<file path="config.mk">
export PLATFORM = sky130hd
export DESIGN_NAME = payment_fsm_multi
export DESIGN_NICKNAME = d
export VERILOG_FILES = /design/src/rtl/payment_fsm_multi.sv
export SDC_FILE = /design/constraint.sdc
export NUM_CORES = 1
export LEC_CHECK = 0
export CORE_MARGIN = 4
export CORE_UTILIZATION = 40
export CTS_BUF_LIST = sky130_fd_sc_hd__clkbuf_8
export CTS_CLUSTER_DIAMETER = 100
export DETAILED_ROUTE_END_ITERATION = 12
export MAX_ROUTING_LAYER = met4
export PLACE_DENSITY = 0.73
export SLEW_MARGIN = 40
export SYNTH_ARGS = -nofsm -noshare
export SYNTH_HDL_FRONTEND = slang
export SYNTH_SLANG_ARGS = --single-unit
</file>
<file path="constraint.sdc">
create_clock -name clk -period 2.7 [get_ports clk]
set_input_delay 0.27 -clock clk [delete_from_list [all_inputs] [get_ports clk]]
set_output_delay 0.27 -clock clk [all_outputs]
set_load 0.005 [all_outputs]
</file>
<file path="src/rtl/payment_fsm_multi.sv">
// ---------------------------------------------------------------------------
// payment_fsm_multi
//
// Sequences one card transaction: network selection, amount confirmation,
// PIN entry (with a retry limit), then payment processing. Outputs are Moore
// outputs decoded from the state register. The only exceptions are the
// registered choice_error pulse and the held status registers.
//
// Optional feature macro: WAIT_TIMEOUT_EN
//   defined   -> each WAIT_* state times out after TIMEOUT_CYCLES cycles
//                (abort_code 5).
//   undefined -> WAIT_* states wait indefinitely.
//
// Ports
//   clk                  in   system clock, rising edge
//   reset                in   synchronous, active-high reset
//   process_init         in   start transaction (sampled in IDLE)
//   choice_in            in   one-hot card-network selection [NUM_CARDS]
//   user_cancel          in   abort request
//   pymt_amt_conf        in   amount accepted
//   pymt_amt_denied      in   amount rejected
//   pin_success          in   PIN engine: correct PIN
//   pin_fail             in   PIN engine: wrong PIN
//   transaction_success  in   payment engine: approved
//   transaction_fail     in   payment engine: declined
//   light_bit            out  high in WAIT_CARD
//   card_choice          out  selected index+1, 0 = none
//   choice_error         out  one-cycle pulse after an invalid choice_in
//   pymt_amt_print       out  high in WAIT_AMT
//   pin_process_init     out  high in WAIT_PIN
//   pymt_process_init    out  high in WAIT_PYMT
//   process_done         out  high in SUCCESS
//   process_abort        out  high in FAIL
//   abort_code           out  reason for the last abort (0 none .. 5 timeout)
//   fail_count           out  PIN failures in this transaction
// ---------------------------------------------------------------------------
module payment_fsm_multi #(
    parameter int NUM_CARDS      = 3,
    parameter int MAX_PIN_TRIES  = 3,
    parameter int TIMEOUT_CYCLES = 16
) (
    input  logic                             clk,
    input  logic                             reset,
    input  logic                             process_init,
    input  logic [NUM_CARDS-1:0]             choice_in,
    input  logic                             user_cancel,
    input  logic                             pymt_amt_conf,
    input  logic                             pymt_amt_denied,
    input  logic                             pin_success,
    input  logic                             pin_fail,
    input  logic                             transaction_success,
    input  logic                             transaction_fail,
    output logic                             light_bit,
    output logic [$clog2(NUM_CARDS+1)-1:0]   card_choice,
    output logic                             choice_error,
    output logic                             pymt_amt_print,
    output logic                             pin_process_init,
    output logic                             pymt_process_init,
    output logic                             process_done,
    output logic                             process_abort,
    output logic [2:0]                       abort_code,
    output logic [3:0]                       fail_count
);

    localparam int         CW        = $clog2(NUM_CARDS + 1);
    localparam logic [3:0] MAX_TRIES = 4'(MAX_PIN_TRIES);

    if (NUM_CARDS < 2 || MAX_PIN_TRIES < 1 || MAX_PIN_TRIES > 15 || TIMEOUT_CYCLES < 1) begin : g_bad_params
        $error("payment_fsm_multi: parameter out of range");
    end

    typedef enum logic [2:0] {
        IDLE      = 3'd0,
        WAIT_CARD = 3'd1,
        CARD_SEL  = 3'd2,
        WAIT_AMT  = 3'd3,
        WAIT_PIN  = 3'd4,
        WAIT_PYMT = 3'd5,
        SUCCESS   = 3'd6,
        FAIL      = 3'd7
    } state_e;

    localparam logic [2:0] CODE_NONE    = 3'd0;
    localparam logic [2:0] CODE_DENIED  = 3'd1;
    localparam logic [2:0] CODE_PIN     = 3'd2;
    localparam logic [2:0] CODE_DECLINE = 3'd3;
    localparam logic [2:0] CODE_CANCEL  = 3'd4;

    state_e          state_q, state_d;
    logic [CW-1:0]   card_choice_q, card_choice_d;
    logic            choice_err_q, choice_err_d;
    logic [3:0]      fail_count_q, fail_count_d;
    logic [2:0]      abort_code_q, abort_code_d;

    // Count set bits of choice_in and remember the (1-based) index of the
    // highest one; the index is only used when exactly one bit is set.
    logic [CW-1:0]   choice_ones;
    logic [CW-1:0]   choice_idx;

    always_comb begin
        choice_ones = '0;
        choice_idx  = '0;
        for (int i = 0; i < NUM_CARDS; i++) begin
            if (choice_in[i]) begin
                choice_ones = choice_ones + 1'b1;
                choice_idx  = CW'(i + 1);
            end
        end
    end

    logic in_active;
    assign in_active = (state_q inside {WAIT_CARD, CARD_SEL, WAIT_AMT, WAIT_PIN, WAIT_PYMT});

`ifdef WAIT_TIMEOUT_EN
    localparam int         TW        = $clog2(TIMEOUT_CYCLES + 1);
    localparam logic [2:0] CODE_TIME = 3'd5;
    logic [TW-1:0] timer_q, timer_d;
    logic          in_wait;
    logic          qualifying;
    assign in_wait = (state_q inside {WAIT_CARD, WAIT_AMT, WAIT_PIN, WAIT_PYMT});
`endif

    // State register and held status registers.
    always_ff @(posedge clk) begin
        if (reset) begin
            state_q       <= IDLE;
            card_choice_q <= '0;
            choice_err_q  <= 1'b0;
            fail_count_q  <= '0;
            abort_code_q  <= CODE_NONE;
`ifdef WAIT_TIMEOUT_EN
            timer_q       <= '0;
`endif
        end else begin
            // NOTE: non-blocking assignments so every register samples the
            // pre-edge values, independent of statement order.
            state_q       <= state_d;
            card_choice_q <= card_choice_d;
            choice_err_q  <= choice_err_d;
            fail_count_q  <= fail_count_d;
            abort_code_q  <= abort_code_d;
`ifdef WAIT_TIMEOUT_EN
            timer_q       <= timer_d;
`endif
        end
    end

    // Next-state logic.
    always_comb begin
        // NOTE: every variable gets a default first, so no path leaves one
        // unassigned and no latch is inferred.
        state_d       = state_q;
        card_choice_d = card_choice_q;
        choice_err_d  = 1'b0;
        fail_count_d  = fail_count_q;
        abort_code_d  = abort_code_q;

        case (state_q)
            IDLE: begin
                if (process_init) begin
                    state_d      = WAIT_CARD;
                    abort_code_d = CODE_NONE;
                    fail_count_d = '0;
                end
            end
            WAIT_CARD: begin
                if (choice_ones == CW'(1)) begin
                    state_d       = CARD_SEL;
                    card_choice_d = choice_idx;
                end else if (choice_ones > CW'(1)) begin
                    choice_err_d = 1'b1;
                end
            end
            CARD_SEL: state_d = WAIT_AMT;
            WAIT_AMT: begin
                if (pymt_amt_denied) begin
                    state_d      = FAIL;
                    abort_code_d = CODE_DENIED;
                end else if (pymt_amt_conf) begin
                    state_d = WAIT_PIN;
                end
            end
            WAIT_PIN: begin
                // A simultaneous success/fail is treated as a failure.
                if (pin_fail) begin
                    if (fail_count_q < MAX_TRIES) begin
                        fail_count_d = fail_count_q + 4'd1;
                    end
                    if (fail_count_q + 4'd1 >= MAX_TRIES) begin
                        state_d      = FAIL;
                        abort_code_d = CODE_PIN;
                    end
                end else if (pin_success) begin
                    state_d = WAIT_PYMT;
                end
            end
            WAIT_PYMT: begin
                if (transaction_fail) begin
                    state_d      = FAIL;
                    abort_code_d = CODE_DECLINE;
                end else if (transaction_success) begin
                    state_d = SUCCESS;
                end
            end
            SUCCESS, FAIL: begin
                state_d       = IDLE;
                card_choice_d = '0;
            end
            default: state_d = IDLE;
        endcase

`ifdef WAIT_TIMEOUT_EN
        // A pin_fail that stays in WAIT_PIN counts as activity, so it beats
        // the timeout and restarts the counter like a state change does.
        qualifying = (state_d != state_q) || (state_q == WAIT_PIN && pin_fail);
        if (in_wait && !qualifying && timer_q == TW'(TIMEOUT_CYCLES - 1)) begin
            state_d      = FAIL;
            abort_code_d = CODE_TIME;
            choice_err_d = 1'b0;
        end
`endif

        // Cancel outranks everything, including a pending PIN failure.
        if (in_active && user_cancel) begin
            state_d       = FAIL;
            abort_code_d  = CODE_CANCEL;
            card_choice_d = card_choice_q;
            fail_count_d  = fail_count_q;
            choice_err_d  = 1'b0;
        end

`ifdef WAIT_TIMEOUT_EN
        if (state_d != state_q || (state_q == WAIT_PIN && pin_fail) || !in_wait) begin
            timer_d = '0;
        end else begin
            timer_d = timer_q + 1'b1;
        end
`endif
    end

    // Moore output decode.
    always_comb begin
        light_bit         = (state_q == WAIT_CARD);
        pymt_amt_print    = (state_q == WAIT_AMT);
        pin_process_init  = (state_q == WAIT_PIN);
        pymt_process_init = (state_q == WAIT_PYMT);
        process_done      = (state_q == SUCCESS);
        process_abort     = (state_q == FAIL);
        card_choice       = card_choice_q;
        choice_error      = choice_err_q;
        abort_code        = abort_code_q;
        fail_count        = fail_count_q;
    end

endmodule

</file>
======== After elaboration in Yosys (flattened, before gate mapping) ========
Index checks and enable logic that the tools add are counted.
operators by class
  add/sub/neg operators ................... 3
  multiply operators ...................... 0
  div/mod/pow operators ................... 0
  magnitude comparators ................... 3
  equality and inequality tests ........... 25
  shifts and indexed selects .............. 0
  muxes and demuxes ....................... 30
  bitwise gates (word level) .............. 2
  reduce and logical (&&, ||, !) cells .... 15
operator list
  operator                                                            number
  2-to-1 mux 3 bit                                                    16
  one-hot mux 3 bit (7 select lines)                                  1
  AND reduction 6 bit                                                 3
  == test 3 bit (second input constant)                               4
  2-to-1 mux 4 bit                                                    3
  != test 4 x 3 -> 1 bit (second input constant)                      3
  one-hot mux 3 bit (4 select lines)                                  1
  2-to-1 mux 2 bit                                                    5
  nonzero test 5 bit                                                  2
  != test 3 x 2 -> 1 bit (second input constant)                      3
  != test 2 bit (second input constant)                               4
  one-hot mux 4 bit (2 select lines)                                  1
  == test 3 x 2 -> 1 bit (second input constant)                      2
  != test 2 x 1 -> 1 bit (second input constant)                      3
  != test 3 x 1 -> 1 bit (second input constant)                      2
  AND reduction 5 bit                                                 1
  adder 2 x 1 -> 2 bit (second input constant)                        2
  adder 4 x 1 -> 4 bit (second input constant)                        1
  greater-or-equal comparator 4 x 2 -> 1 bit (second input constant)  1
  < comparator 4 x 2 -> 1 bit (second input constant)                 1
  != test 4 x 2 -> 1 bit (second input constant)                      1
  one-hot mux 2 bit (2 select lines)                                  1
  nonzero test 2 bit                                                  2
  nonzero test 4 bit                                                  1
  other kinds (11)                                                    14
storage, ports and cells
  flip-flop bits (word level) ............. 13
  latch bits .............................. 0
  RAM bits ................................ 0
  memory bits (read-only) ................. 0
  input bits .............................. 13
  logic and storage cells ................. 84
  memories ................................ 0

======== Depth between registers and ports, before layout ========
Gate-level depths: netlist of the first run.
  depth in word-level cells ............... 9
  mapped depth ............................ 6
  depth with buffers taken out ............ 6

======== Worst setup path before layout of the first run ========
No wires, ideal clock.
  kind .................................... flip-flop to flip-flop
  start ................................... register state_q[0]
  end ..................................... register state_q[0]
  library setup time ...................... 0.133 ns
  arrival time ............................ 1.840 ns
  data required time ...................... 2.567 ns
  setup slack ............................. 0.727 ns
  stages on the path, launching flop included .. 6
  period minus slack after synthesis ...... 1.973 ns
  path through ............................ dfxtp_1 -> or3b_4 -> or3_4 -> or4b_4 -> a31oi_1 -> a211oi_1
on the way
  word-level cells in the longest chain between the ends .. 5
  elaborated cells between the ends (all ways) .. 20
  classes of those cells .................. 13 x eq/ne; 2 x mux; 5 x reduce/logical
ends and longest elaborated chain
  element                                                         RTL line  source
  start: declaration                                              89        state_e state_q, state_d;
  start signal: assignment                                        137       state_q <= state_d;
  == test 3 x 1 -> 1 bit, or another cell as far along            112, 158
  nonzero test 5 bit                                              112       assign in_active = (state_q inside {WAIT_CARD, CARD_SEL, WAIT_AMT, WAIT_PIN, WAIT_PYMT});
  logical AND 1 bit                                               224       if (in_active && user_cancel) begin
  != test 4 x 3 -> 1 bit (no line), or another cell as far along  --
  AND reduction 6 bit (no line)                                   --
Parallel ways exist; a longest one is shown, timed or not.
A chain may end at the register's enable or synchronous reset.

======== Worst setup path in the final report of the first run ========
  start ................................... input port choice_in[0]
  end ..................................... register card_choice_q[0], in the netlist card_choice[0]
on the way
  word-level cells in the longest chain between the ends .. 8
  elaborated cells between the ends (all ways) .. 12
  classes of those cells .................. 2 x add/sub; 2 x eq/ne; 7 x mux; 1 x reduce/logical
ends and longest elaborated chain
  element                           RTL line  source
  start: declaration                45        input logic [NUM_CARDS-1:0] choice_in,
  2-to-1 mux 1 bit *                104       if (choice_in[i]) begin
  adder 2 x 1 -> 2 bit              105       choice_ones = choice_ones + 1'b1;
  2-to-1 mux 2 bit                  104
  adder 2 x 1 -> 2 bit              105
  2-to-1 mux 2 bit                  104
  == test 2 x 1 -> 1 bit            167       if (choice_ones == CW'(1)) begin
  != test 2 x 1 -> 1 bit (no line)  --
  AND reduction 3 bit (no line)     --
  end signal: assignment            138       card_choice_q <= card_choice_d;
  end: declaration                  90        logic [CW-1:0] card_choice_q, card_choice_d;
Mark *: on every way between the ends. The rest lies on a longest branch, timed or not. The select of a mux whose other input is x is not followed.

==> flow_summary.yaml, run 1 <==
route:
  dr.pass1.iters: 4
  ant_nets: 0
  drt-wirelength-per-cell_um: 14.2
  wirelength_mm: 2.57
  vias_per_cell: 5.64
  drt_iter0_drc: 31
  vias: 1021
  drc_errors: 0
setup_path:
  crit_required_ns: 2.82
  ff2ff_setup_slack_ns: 0.55
  r2r-start: "state_q[1]"
  worst-r2r-cell-count: 5
  end_kind: "flop"
  worst-setup-path-type: "input port to flop"
  path_max_fanout: 4
  r2r-end: "state_q[0]"
  critPathLaunchType: "input port"
  worstPathArrival_ns: 2.34
worst_hold_path:
  hp-start: "card_choice[1]"
  hold_path_depth: 2
  hp-class: "flop to flop"
  hold_path_end: "card_choice[1]"
timing:
  skew_ns: 0.00484
  fin_ws_ns: 0.479
  maxSlewHeadroom_pct: 60.8
  fmaxAchievable_mhz: 450
  setup_viol: 0
  hold_viol_final: 0
  period_share_pct: 82.3
  final_max_slew_viol_count: 0
  fin_tns_setup_ns: 0
  rsz0062_at_grt: "no"
  worst_slew_pin_slew_ns: 0.581
  finalCriticalPeriod_ns: 2.22
placement:
  portBuffers: 28
  dp.cells: 177
  dp_hpwl_mm: 1.94
  place_ws_ns: 0.193
  routabilityCongestion: 0.952
power:
  p_per_area_mw_per_mm2: 772
  vdd.ir_drop.worst_uv: 461
  p_leak_nw: 0.523
  power_mw: 1.02
yosys:
  ys_types: 41
  syn_avg_cell_area_sq_um: 7.74
  synthCells: 124
  netlist_area_sq_um: 960
  synth.mux.area_fraction_pct: 3.13
  ys_seq_area_share_pct: 27.1
  syn_nets: 143
  synth_top_family_by_area: "simple AND/OR/NAND/NOR gates"
  synth-compound-area-share_pct: 23.5
  synthAdderAreaFrac_pct: 8.60
  synth-xor-area-share_pct: 1.83
  synth_edf_count: 0
  synth-seq-cells: 13
  yosys_warnings: 0
  async_flop_share_pct: 0
  synthFlopType: "dfxtp_1"
  synthSimpleGateAreaFrac_pct: 30.4
status:
  status: "finished, final reports clean"
die:
  fp-row-count: 17
  start_util_pct: 42.6
  die_h_um: 57.0
  die-area_sq_mm: 0.00325
  io_pins: 29
  core-area_sq_mm: 0.00225
  die_w_um: 57.0
finish:
  num-nets-final: 173
  num_antenna_cells: 0
  layout.cells.non_filler: 181
  fillers: 214
  final_layout_size_suffix_gt1_share_pct: 7.84
  area.growth.synth_to_final_pct: 37.9
cts:
  cts_tree: "yes"
  cts_setup_buffers: 0
  insertion_delay_ns: 0.25
  clk_pin_slew_ns: 0.06
  clockBufferDepth: 2
  cts_root_buffer: "clkbuf_8"
  clkSinkCount: 13
  cts_resized: 0
  cts_made_buffers: 3
  cts.htree.levels: 1
  cts_hold_buffers: 0
run:
  max_cap_violations: 0
global_route:
  antenna_found_initial: 0
  grt_pass1_vias: 988
  grt.overflow.total: 0
  grt_first_pass_wirelength_mm: 4.51
  gr-usage-all-layers_pct: 17.7
  grt_max_degree: 20
## synth_stat cells (all sizes together) (2+ instances only)
cell / number / area [sq um]
or3: 2 / 17.5
ha: 5 / 62.6
dfxtp: 13 / 260
nor3: 4 / 20.0
o31a: 2 / 17.5
nor3b: 3 / 22.5
nor4: 4 / 25.0
o31ai: 3 / 22.5
nand2b: 4 / 25.0
nor2: 19 / 71.3
inv: 7 / 26.3
and2: 2 / 12.5
a31oi: 3 / 18.8
nand2: 4 / 15.0
a21oi: 6 / 30.0
a211oi: 3 / 22.5
clkbuf: 7 / 26.3
nand4: 2 / 12.5
mux2i: 3 / 30.0
nor2b: 3 / 18.8
o21ai: 6 / 30.0
## area by class of cell
type	instances	area (sq um)	share of cell area, %
clock buffers	3	41.3	3.12
clock inverters	1	3.75	0.284
inverters	7	26.3	1.98
multi-input cells	97	647	48.9
flip-flops and latches	13	260	19.7
well taps	28	35.0	2.65
repair buffers	32	310	23.4
## layer usage
| layer | up-vias | share of wire (%) | global-route usage [%] |
|---|---|---|---|
| met3 | 8 | 5.5 | 3.62 |
| met4 | 0 | 2.9 | 9.27 |
| met1 | 472 | 47 | 23.6 |
| met5 | - | 0 | - |
| li1 | 508 | - | - |
| met2 | 33 | 45 | 25.0 |
## power by group
part | internal, mW | switching (mW) | total [mW]
clock | 0.101 | 0.0800 | 0.181
combinational | 0.275 | 0.302 | 0.577
sequential | 0.229 | 0.0340 | 0.264
total | 0.605 | 0.416 | 1.02
## critical path, cell delays in order
cell	delay (ns)
clkdlybuf4s50_1	0.52
inv_1	0.09
fa_1	0.53
nor4_1	0.50
nor2_1	0.07
a2111oi_0	0.36
## registers in the layout (all words and copies together), names as in the netlist
signal / cells
fail_count: 4
choice_error: 1
state_q: 3
abort_code: 3
card_choice: 2
## per-stage QoR
stage,util (%),cell area (sq um),hold slack [ns]
after CTS,58.7,1320,0.509
after detailed placement,56.7,1280,0.494
after global placement,56.7,1280,0.481
final,58.7,1320,0.505
after floorplan,-,960,0.451
after global routing,58.7,1320,0.532
## cell families (layout without fill, tap and decap cells)
kind of cell | after synthesis | count (layout)
AO/OA/AOI/OAI | 33 | 33
XOR/XNOR | 2 | 2
adder cells (fa/ha/maj) | 6 | 6
buffers and inverters | 14 | 43
flip-flops | 13 | 13
multiplexers | 3 | 3
AND/OR/NAND/NOR | 53 | 53
## worst max path at each step
stage	slack, ns	end	start
after global placement	0.33	card_choice[0]	choice_in[0]
after CTS	0.45	card_choice[0]	choice_in[0]
after global routing	0.29	card_choice[0]	choice_in[0]
after detailed placement	0.19	card_choice[0]	choice_in[0]
after floorplan	0.73	state_q[0]	state_q[0]
final	0.48	card_choice[0]	choice_in[0]
## cell usage in the layout (no fill, tap or decap), types with 2 or more instances in the layout
| cell type | instances |
|---|---|
| mux2i_1 | 3 |
| o31ai_1 | 3 |
| a211oi_1 | 3 |
| nand2_1 | 4 |
| clkbuf_8 | 3 |
| a21oi_1 | 6 |
| o21ai_0 | 6 |
| dfxtp_1 | 13 |
| and2_1 | 2 |
| o31a_1 | 2 |
| inv_1 | 8 |
| nor3b_1 | 3 |
| nor2b_1 | 3 |
| nor2_1 | 19 |
| buf_4 | 4 |
| clkdlybuf4s50_1 | 28 |
| nor4_1 | 4 |
| nand4_1 | 2 |
| nor3_1 | 4 |
| ha_1 | 5 |
| a31oi_1 | 3 |
| nand2b_1 | 4 |
(Power assumes the default switching activity.)
==> run 2: changes to the inputs <==
PLACE_DENSITY = 0.76   (was 0.73)
clock period = 1.8 ns   (was 2.7 ns; I/O delays follow)
==> flow_summary.yaml, run 2 (synthesis results as in run 1) <==
status:
  status: "finished with violations"
  failed_checks: "negative setup slack"
timing:
  skew_ns: 0.00522
  period_share_pct: 111
  hold_viol_final: 0
  worst_slew_pin_slew_ns: 0.604
  fin_ws_ns: -0.198
  fmaxAchievable_mhz: 501
  final_max_slew_viol_count: 0
  maxSlewHeadroom_pct: 59.4
  setup_viol: 7
  rsz0062_at_grt: "yes"
  finalCriticalPeriod_ns: 2.00
global_route:
  grt.overflow.total: 0
  met2_usage_pct: 34.1
  gr-usage-met3_pct: 3.17
  grt_max_degree: 21
  grt_pass1_vias: 1116
  grtUsageMet1_pct: 26.1
  antenna_found_initial: 0
  gr-usage-all-layers_pct: 21.1
  grt_first_pass_wirelength_mm: 5.26
  gr-max-usage-layer: "met2"
setup_path:
  critPathLaunchType: "flop"
  crit_required_ns: 1.92
  end_kind: "flop"
  worst-setup-path-type: "flop to flop"
  path_max_fanout: 3
  worstPathArrival_ns: 2.11
power:
  p_leak_nw: 0.666
  seq_power_share_pct: 21.4
  p_sw_mw: 0.736
  p_sw_share_pct: 41.3
  p_int_mw: 1.04
  combPwrFrac_pct: 63.8
  pwr-share-clk_pct: 14.8
  vdd.ir_drop.worst_uv: 662
  p_per_area_mw_per_mm2: 1150
run:
  max_cap_violations: 0
finish:
  area.sequential_sq_um: 263
  fillers: 180
  largest_reg_flops: 4
  final_cell_mix: "24 x clkdlybuf4s50_1, 19 x buf_4, 18 x nor2_1, 11 x dfxtp_1"
  final_layout_size_suffix_gt1_share_pct: 26.8
  layout.cells.non_filler: 196
  num-nets-final: 188
  multi_input_area_sq_um: 739
  area.growth.synth_to_final_pct: 60.6
  layout_commonest_cell: "clkdlybuf4s50_1"
  num_antenna_cells: 0
die:
  io_pins: 29
  fp-row-count: 17
  die_h_um: 57.0
  die_w_um: 57.0
  core-area_sq_mm: 0.00225
  start_util_pct: 42.6
  die-area_sq_mm: 0.00325
placement:
  routabilityCongestion: 0.900
  dp_hpwl_mm: 2.07
  place_ws_ns: -0.453
  portBuffers: 28
  dp.cells: 192
cts:
  clk_pin_slew_ns: 0.06
  cts_made_buffers: 3
  cts.htree.levels: 1
  cts_setup_buffers: 0
  insertion_delay_ns: 0.25
  cts_hold_buffers: 0
  cts_root_buffer: "clkbuf_8"
  clockBufferDepth: 2
  cts_tree: "yes"
  clkSinkCount: 13
worst_hold_path:
  hp-class: "input port to flop"
route:
  dr.pass1.iters: 4
  drc_errors: 0
  wirelength_mm: 3.24
  vias: 1151
  drt_iter0_drc: 49
  drt-wirelength-per-cell_um: 16.5
  ant_nets: 0
  vias_per_cell: 5.87
==> run 2: cell count changes in the layout (fill, tap and decap cells not counted), sizes merged <==
| cell | change |
|---|---|
| dlymetal6s2s | +4 |
| buf | +15 |
| clkdlybuf4s50 | -4 |
==> run 2: routing by layer <==
metal	wire length (um)	part of all wire, %
met1	1330	41
met2	1600	49
met3	205	6.3
met4	113	3.5
met5	0	0
==> run 2: power groups by stage <==
stage                     clock [mW]  sequential [mW]  combinational (mW)
after floorplan                    0            0.387               0.575
after global placement             0            0.376               0.935
after detailed placement           0            0.378               0.960
after CTS                      0.266            0.372                1.05
after global routing           0.288            0.388                1.24
final                          0.263            0.381                1.14
==> run 2: stage by stage <==
stage	total power, mW	util (%)	hold WS (ns)	TNS, ns	cell area (sq um)
after floorplan	0.961	-	0.361	-0.316	961
after global placement	1.31	61.8	0.478	-1.62	1390
after detailed placement	1.34	61.8	0.471	-2.02	1390
after CTS	1.69	65.6	0.481	-0.536	1480
after global routing	1.91	68.4	0.415	-1.28	1540
final	1.78	68.4	0.400	-0.505	1540
==> run 2: worst max-delay path, cell delays in order (launching register included) <==
cell and delay, ns:
dfxtp_2 0.31, or3b_4 0.40, or3_4 0.39, or4b_4 0.51, a31oi_1 0.18, a211oi_1 0.08
==> run 2: layout make-up <==
class | instances | share of cell area [%]
Clock inverter | 1 | 0.244
Sequential cell | 13 | 17.0
Multi-Input combinational cell | 97 | 48.0
Timing Repair Buffer | 47 | 28.1
Clock buffer | 3 | 2.68
Inverter | 7 | 1.70
Tap cell | 28 | 2.27
==> run 2: worst paths after layout <==
path / start / endpoint / slack, ns / cells after the start
max: state_q[1] / state_q[0] / -0.20 / 5
min: choice_in[2] / card_choice[1] / 0.40 / 4
max reg2reg: state_q[1] / state_q[0] / -0.20 / 5
min reg2reg: abort_code[2] / abort_code[2] / 0.48 / 2
==> run 2: what timing repair did <==
| item | CTS | global route |
|---|---|---|
| pin swaps | 2 | 5 |
| setup endpoints to repair | 10 | 12 |
| gates resized for setup | 8 | 19 |
